===== src/rtl/if_fetch_pkg.sv =====
// ---------------------------------------------------------------------------
// if_fetch_pkg
// Shared constants for the instruction-fetch stage: bus widths, fetch-state
// encodings (3-bit legacy-compatible constants), the NOP encoding and a
// word-alignment helper.
// ---------------------------------------------------------------------------
package if_fetch_pkg;

    localparam int INST_ADDR_W = 32;  // instruction address bus
    localparam int INST_W      = 32;  // instruction bus
    localparam int MEM_DATA_W  = 8;   // byte-wide memory read port
    localparam int STALL_W     = 6;   // ctrl stall bus

    // Stall bus bit positions used by this stage.
    localparam int STALL_PC   = 0;    // hold PC, no new fetch
    localparam int STALL_IFID = 1;    // IF/ID register holding, output not consumed

    localparam logic RST_ENABLE = 1'b1;

    localparam logic [INST_W-1:0]      NOP_INST  = 32'h0000_0013;
    localparam logic [INST_ADDR_W-1:0] ZERO_WORD = 32'h0000_0000;

    // Fetch-state encodings.
    localparam logic [2:0] IF_F0  = 3'd0;  // issue byte 0 (or wait on PC stall)
    localparam logic [2:0] IF_F1  = 3'd1;  // capture byte 0, issue byte 1
    localparam logic [2:0] IF_F2  = 3'd2;  // capture byte 1, issue byte 2
    localparam logic [2:0] IF_F3  = 3'd3;  // capture byte 2, issue byte 3
    localparam logic [2:0] IF_F4  = 3'd4;  // capture byte 3, present word
    localparam logic [2:0] IF_OUT = 3'd5;  // word presented, waiting for consumption

    // Word-aligned version of an address.
    function automatic logic [INST_ADDR_W-1:0] align_word(input logic [INST_ADDR_W-1:0] addr);
        return {addr[INST_ADDR_W-1:2], 2'b00};
    endfunction

endpackage


===== src/rtl/if_fetch.sv =====
// ---------------------------------------------------------------------------
// if_fetch
// Instruction-fetch stage feeding the IF/ID register. Owns the PC and reads
// each 32-bit instruction as four sequential byte reads over an 8-bit
// synchronous memory port (data returns one cycle after the address),
// assembling the word little-endian. Honours the ctrl stall bus and branch
// redirects from EX. Priority: rst > branch_flag_i > stall_i.
//
// Optional build macro: IF_MISALIGN_CHK_EN
//   When defined, a redirect to a non-word-aligned target performs no memory
//   reads; a NOP is presented at the target PC with inst_misaligned_o = 1,
//   and fetch resumes at the aligned target + 4 once it is consumed.
//
// Parameters:
//   RESET_PC         PC of the first fetch after reset
// Ports:
//   clk              clock, rising edge
//   rst              synchronous active-high reset
//   stall_i[5:0]     bit0 = hold PC, bit1 = IF/ID hold (others unused here)
//   branch_flag_i    redirect request from EX
//   branch_target_i  redirect PC
//   mem_din_i[7:0]   byte read data for the address issued one cycle earlier
//   mem_a_o[31:0]    byte address (combinational)
//   mem_re_o         read enable (combinational)
//   pc_o[31:0]       PC of the presented instruction
//   inst_o[31:0]     assembled instruction
//   inst_valid_o     pc_o/inst_o hold a valid instruction
//   inst_misaligned_o  (IF_MISALIGN_CHK_EN only) presented NOP stands in for
//                      a misaligned redirect target
// ---------------------------------------------------------------------------
module if_fetch
    import if_fetch_pkg::*;
#(
    parameter logic [INST_ADDR_W-1:0] RESET_PC = 32'h0000_0000
) (
    input  logic                   clk,
    input  logic                   rst,
    input  logic [STALL_W-1:0]     stall_i,
    input  logic                   branch_flag_i,
    input  logic [INST_ADDR_W-1:0] branch_target_i,
    input  logic [MEM_DATA_W-1:0]  mem_din_i,
    output logic [INST_ADDR_W-1:0] mem_a_o,
    output logic                   mem_re_o,
    output logic [INST_ADDR_W-1:0] pc_o,
    output logic [INST_W-1:0]      inst_o,
    output logic                   inst_valid_o
`ifdef IF_MISALIGN_CHK_EN
    ,
    output logic                   inst_misaligned_o
`endif
);

    logic [2:0]             state;
    logic [INST_ADDR_W-1:0] fetch_pc;
    logic [23:0]            byte_buf;   // b2:b1:b0, b3 comes straight from mem_din_i

    // Only the two low stall bits concern this stage.
    logic unused_stall;
    assign unused_stall = ^stall_i[STALL_W-1:2];

    // -----------------------------------------------------------------------
    // Memory request decode
    // -----------------------------------------------------------------------
    always_comb begin
        // NOTE: every output of a combinational block gets a default first so
        // no path leaves it unassigned and no latch is inferred.
        mem_re_o = 1'b0;
        mem_a_o  = ZERO_WORD;
        if (rst != RST_ENABLE) begin
            case (state)
                IF_F0: begin
                    mem_a_o  = fetch_pc;
                    mem_re_o = ~stall_i[STALL_PC];
                end
                IF_F1: begin
                    mem_a_o  = fetch_pc + 32'd1;
                    mem_re_o = 1'b1;
                end
                IF_F2: begin
                    mem_a_o  = fetch_pc + 32'd2;
                    mem_re_o = 1'b1;
                end
                IF_F3: begin
                    mem_a_o  = fetch_pc + 32'd3;
                    mem_re_o = 1'b1;
                end
                default: begin
                    mem_a_o  = ZERO_WORD;
                    mem_re_o = 1'b0;
                end
            endcase
        end
    end

    // -----------------------------------------------------------------------
    // Fetch sequencer and output register
    // -----------------------------------------------------------------------
    // NOTE: state is updated with non-blocking assignments so every register
    // samples pre-edge values, independent of statement order.
    always_ff @(posedge clk) begin
        if (rst == RST_ENABLE) begin
            state        <= IF_F0;
            fetch_pc     <= RESET_PC;
            byte_buf     <= '0;
            pc_o         <= ZERO_WORD;
            inst_o       <= '0;
            inst_valid_o <= 1'b0;
`ifdef IF_MISALIGN_CHK_EN
            inst_misaligned_o <= 1'b0;
`endif
        end else if (branch_flag_i) begin
            // Redirect aborts any in-flight fetch (including an F4 completion
            // on this edge) and drops a held instruction. The byte returning
            // next cycle is ignored because F0 never captures.
            byte_buf <= '0;
`ifdef IF_MISALIGN_CHK_EN
            if (branch_target_i[1:0] != 2'b00) begin
                // Present a NOP for the bad target; fetch_pc keeps the aligned
                // base so consumption resumes at aligned target + 4.
                state             <= IF_OUT;
                fetch_pc          <= align_word(branch_target_i);
                pc_o              <= branch_target_i;
                inst_o            <= NOP_INST;
                inst_valid_o      <= 1'b1;
                inst_misaligned_o <= 1'b1;
            end else begin
                state             <= IF_F0;
                fetch_pc          <= branch_target_i;
                inst_valid_o      <= 1'b0;
                inst_misaligned_o <= 1'b0;
            end
`else
            state        <= IF_F0;
            fetch_pc     <= branch_target_i;
            inst_valid_o <= 1'b0;
`endif
        end else begin
            case (state)
                IF_F0: begin
                    if (!stall_i[STALL_PC]) begin
                        state <= IF_F1;
                    end
                end
                IF_F1: begin
                    byte_buf[7:0] <= mem_din_i;
                    state         <= IF_F2;
                end
                IF_F2: begin
                    byte_buf[15:8] <= mem_din_i;
                    state          <= IF_F3;
                end
                IF_F3: begin
                    byte_buf[23:16] <= mem_din_i;
                    state           <= IF_F4;
                end
                IF_F4: begin
                    inst_o       <= {mem_din_i, byte_buf};
                    pc_o         <= fetch_pc;
                    inst_valid_o <= 1'b1;
                    state        <= IF_OUT;
                end
                IF_OUT: begin
                    if (!stall_i[STALL_IFID]) begin
                        fetch_pc     <= fetch_pc + 32'd4;
                        inst_valid_o <= 1'b0;
`ifdef IF_MISALIGN_CHK_EN
                        inst_misaligned_o <= 1'b0;
`endif
                        state        <= IF_F0;
                    end
                end
                default: begin
                    state        <= IF_F0;
                    inst_valid_o <= 1'b0;
                end
            endcase
        end
    end

endmodule


===== config.mk =====
export PLATFORM = sky130hd
export DESIGN_NAME = if_fetch
export DESIGN_NICKNAME = d
export VERILOG_FILES = /design/src/rtl/if_fetch_pkg.sv /design/src/rtl/if_fetch.sv
export SDC_FILE = /design/constraint.sdc
export NUM_CORES = 1
export LEC_CHECK = 0
export BUFFER_PORTS_ARGS = -buffer_cell sky130_fd_sc_hd__buf_2
export CAP_MARGIN = 20
export CORE_MARGIN = 1
export CORE_UTILIZATION = 49
export CTS_CLUSTER_SIZE = 25
export DETAILED_ROUTE_END_ITERATION = 16
export PLACE_DENSITY_LB_ADDON = 0.15
export SLEW_MARGIN = 10
export SYNTH_ARGS = -nofsm -noshare
export SYNTH_HDL_FRONTEND = slang
export SYNTH_SLANG_ARGS = --single-unit

===== constraint.sdc =====
create_clock -name clk -period 2.4 [get_ports clk]
set_input_delay 0.48 -clock clk [delete_from_list [all_inputs] [get_ports clk]]
set_output_delay 0.48 -clock clk [all_outputs]
set_load 0.03 [all_outputs]

Word level (Yosys, flattened, before mapping)
Index checks and enable logic that the tools add are counted.
{"block": "totals", "out_inout_bits": 98, "register_bits": 124}
{"block": "classes", "n_eq_ne": 8, "muxes": 12, "n_bitwise": 3, "add_sub_neg": 4, "n_reduce_logical": 9}
{"op": "$mux W32", "count": 4}
{"op": "$pmux W32 S4", "count": 1}
{"op": "$add A32 B2 Y32 const B", "count": 2}
{"op": "$add A32 B1 Y32 const B", "count": 1}
{"op": "$add A32 B3 Y32 const B", "count": 1}
{"op": "$pmux W3 S6", "count": 1}
{"op": "$reduce_and A2 Y1", "count": 4}
{"op": "$eq A3 B2 Y1 const B", "count": 2}
{"op": "$eq A3 B3 Y1 const B", "count": 2}
{"op": "$mux W3", "count": 2}
{"op": "$ne A2 B2 Y1 const B", "count": 2}
{"op": "$reduce_or A4 Y1", "count": 1}
{"op": "$eq A3 B1 Y1 const B", "count": 1}
{"op": "$logic_not A3 Y1", "count": 1}
{"op": "$not A1 Y1", "count": 3}
{"op": "$pmux W1 S3", "count": 1}
{"op": "$reduce_or A3 Y1", "count": 1}
{"op": "$mux W1", "count": 2}
{"op": "$ne A2 B1 Y1 const B", "count": 1}
{"op": "$pmux W1 S2", "count": 1}
{"op": "$reduce_bool A2 Y1", "count": 1}
{"op": "$reduce_or A2 Y1", "count": 1}

Logic depth before layout (Yosys ltp)
{"block": "depth", "ltp_word": 4, "depth_mapped": 10, "ltp_nobuf": 7}

Worst setup path after synthesis
Ideal clock, no wire load.
{"block": "synth_timing", "kind": "register to output", "from": "register state[2]", "to": "output mem_a_o[14]", "stages_incl_launch_ff": 10, "slack_ps": -886, "required_time_ps": 1920, "t_arrival_ps": 2806, "path_cell_list": "dfxtp_1 > buf_2 > and3b_1 > clkbuf_1 > xor2_1 > ha_1 > or2_2 > buf_2 > a32oi_1 > o41ai_1"}
{"block": "synth_via", "elab_chain_cells": 3, "word_cells_on_any_way": 6}
{"item": "start: declaration", "line_no": "if_fetch.sv:53", "rtl": "logic [2:0] state;"}
{"item": "start signal: assignment", "line_no": "if_fetch.sv:102", "rtl": "state <= IF_F0;"}
{"item": "start signal: assignment", "line_no": "if_fetch.sv:133", "rtl": "state <= IF_F0;"}
{"item": "start signal: assignment", "line_no": "if_fetch.sv:141", "rtl": "state <= IF_F1;"}
{"item": "$eq A3 B2 Y1, or another cell as far along", "line_no": "if_fetch.sv:70", "rtl": "case (state)"}
{"item": "$pmux W32 S4 (*)", "line_no": "if_fetch.sv:70"}
{"item": "$mux W32 (*)", "line_no": "if_fetch.sv:69", "rtl": "if (rst != RST_ENABLE) begin"}
{"item": "end: declaration", "line_no": "if_fetch.sv:42", "rtl": "output logic [INST_ADDR_W-1:0] mem_a_o,"}
Mark *: on every way between the ends. The rest lies on a longest branch, timed or not.

Final worst setup path
{"block": "layout_timing", "from": "register state[2]", "to": "output mem_a_o[16]"}
Same word-level chain as after synthesis.

==> results.cfg <==
[run_status]
status = finished with violations
violations = setup timing

[detailed_routing]
drc_errors = 0
via_per_inst = 5.55
dr.pass1.iters = 5
drtIter0Drc = 676
ant_nets = 0
wl_um = 21200
highest_layer = met4
routed-wl-met2_um = 10100
vias = 6987
wl_met1_um = 9140
wl_per_cell_um = 16.9
met3_length_um = 1460

[cts]
cts_max_path_buffers = 2
cts_sinks = 124
clk_pin_slew_ns = 0.06
holdBufCountCts = 0
cts_tree = built
htreeDepth = 4
clk-insertion-delay-late_ns = 0.43
cts_made_buffers = 17
root_buffer = clkbuf_16

[grt]
grt_pass1_vias = 6391
grt_use_total = 0.309
overflow = 0
grt_first_pass_wirelength_um = 31900
grt_start_max_net_pins = 73
antenna_found_initial = 0

[die]
die_w_um = 116
initial_core_util = 0.505
dieHeight_um = 116
pin_count = 147
design.core.area_um2 = 12600
row_count = 41
die-area_um2 = 13500

[critical_path]
cp_max_fo = 5
critPathCaptureType = output pin
reg2reg_slack_ns = 0.33
worst_ep_required_time_ns = 1.92
startpoint = state[2]
cp-start-kind = register
crit_type = register to output pin
rr_startpoint = state[0]
r2r_cells = 7
timing.rr.end = inst_o[1]
cp.arrival_ns = 2.40
crit_end = mem_a_o[16]

[final_layout]
postLayoutCoreUtil = 0.754
antennaDiodeCount = 0
fin_nets = 1127
area_delta_synth_final_pct = 49.3
nFillCells = 955
regArea_um2 = 2510
layout-drive-gt1-share = 0.407
multi_input_area_um2 = 4050

[pwr]
p_per_area_nw_per_um2 = 553
p_leak_uw = 0.00382
peakVddDrop_v = 0.000515

[synth]
synth-main-ff-cell = dfxtp_1
syn_nets = 890
synth_cells = 838
synth_top_area_frac = 0.390
synth_warnings = 0
synth_edf_count = 0
yosys.area.top_type = dfxtp_1
synthArstFlopShare = 0
synth_cell_type_count = 62
ys_seq_area_frac = 0.390
syn_area_um2 = 6370
synth_seq_cells = 124
yosys-top-cells-area = dfxtp_1 (39%), nand2_1 (11%), a21oi_1 (9.1%), nor2_1 (3.6%), mux2i_1 (3.1%)
avgSynthCellArea_um2 = 7.60

[run]
maxCapViolCount = 0

[timing]
fin_crit_ns = 2.88
fin_skew_ns = 0.00929
min_period_over_period = 1.20
finalWorstSetupSlack_ns = -0.477
fin_setup_tns_ns = -10.16
max_slew_margin = 0.487
setup_viol = 30
grt_setup_unrepaired = true
slew_violations = 0
fmax_ghz = 0.348
tightest_slew_ns = 0.769
hold_viol_final = 0
whs_ns = 0.290

[place]
post-place-ws_ns = -0.0993
dp_hpwl_um = 14000
place_congestion = 0.907
place.port_buffers = 142

[hold_path]
min_path_type = input port to register
==> routing by layer <==
metal,track usage,vias to the layer above
li1,-,3392
met3,0.0732,42
met1,0.402,3275
met2,0.487,278
met5,0,-
met4,0.141,0
==> per-stage QoR <==
step	cell area (um2)	std cells	total power (uW)
after detailed placement	8120	1195	2730
after global routing	9510	1260	5430
final	9510	1260	5260
after floorplan	6610	838	2510
after global placement	8120	1195	2720
after CTS	9060	1239	5210
==> kinds of logic (layout without fill, tap and decap cells) <==
logic type / after synthesis / after routing / synth area share
AOI/OAI and AO/OA: 192 / 192 / 0.175
xor gates and xnor gates: 37 / 37 / 0.0509
adders and majority gates: 4 / 4 / 0.00766
buffers and inverters: 84 / 334 / 0.0558
DFF: 124 / 124 / 0.390
muxes: 21 / 21 / 0.0332
and+or+nand+nor: 376 / 376 / 0.287
==> worst min-delay path by stage <==
stage                             start           end  slack, ns  cells past startpoint
CTS                  branch_target_i[3]   fetch_pc[3]       0.28                      3
floorplan                   byte_buf[0]     inst_o[0]       0.43                      2
global route        branch_target_i[12]  fetch_pc[12]       0.31                      3
global placement           byte_buf[17]    inst_o[17]       0.44                      2
detailed placement         byte_buf[10]    inst_o[10]       0.44                      2
finish               branch_target_i[3]   fetch_pc[3]       0.29                      3
==> what timing repair did <==
item	CTS	global route
gates resized for setup	89	82
pin swaps	31	28
endpoints found under the setup margin	30	33
buffers inserted	13	23
==> cells in the mapped netlist, types with 4 or more instances <==
library cell and count:
nand2_1 192, dfxtp_1 124, a21oi_1 116, nor2_1 61
clkbuf_1 38, nand3_1 29, buf_2 21, o21ai_0 21
xnor2_1 21, mux2i_1 20, nand4_1 19, a211oi_1 16
xor2_1 16, or3_1 15, nor3_1 11, inv_1 10
buf_1 9, a31oi_1 7, and3_1 7, and4_1 6
a311oi_1 5, o31ai_1 5, nor4_2 4
==> critical path, cell delays in order, from the launching register on <==
cell and delay [ns]:
dfxtp_2 0.32, and3b_2 0.26, xor2_1 0.17, ha_2 0.23, or2_4 0.19, a32oi_4 0.15, or3_4 0.36, a21oi_4 0.14
buf_6 0.14
==> cell usage in the layout, fill, tap and decap left out, drive strengths merged, types with 16 or more instances in the layout <==
cell      n
nand4    22
clkbuf   19
a211oi   16
nand3    29
nor2     63
o21ai    21
a21oi   116
xnor2    21
nand2   193
xor2     16
mux2i    20
buf     290
dfxtp   124
==> registers in the layout, indices dropped and copies added, names as in the netlist <==
| register | count |
|---|---|
| byte_buf | 24 |
| state | 3 |
| pc_o | 32 |
| inst_valid_o | 1 |
| fetch_pc | 32 |
| inst_o | 32 |
==> where the power goes <==
group	leakage (uW)	total (uW)	switching [uW]	internal (uW)
registers	0.00101	2150	45.5	2100
logic	0.00254	644	371	273
clock network	0.000266	2470	1030	1440
==> layout make-up <==
class                      count  share of cell area
clock buffer                  18              0.0451
timing repair buffer         291               0.223
sequential                   124               0.264
clock inverter                14              0.0145
inverter                      11             0.00447
multi-input combinational    630               0.426
tap                          172              0.0226
Power figures use the tool's default switching activity.
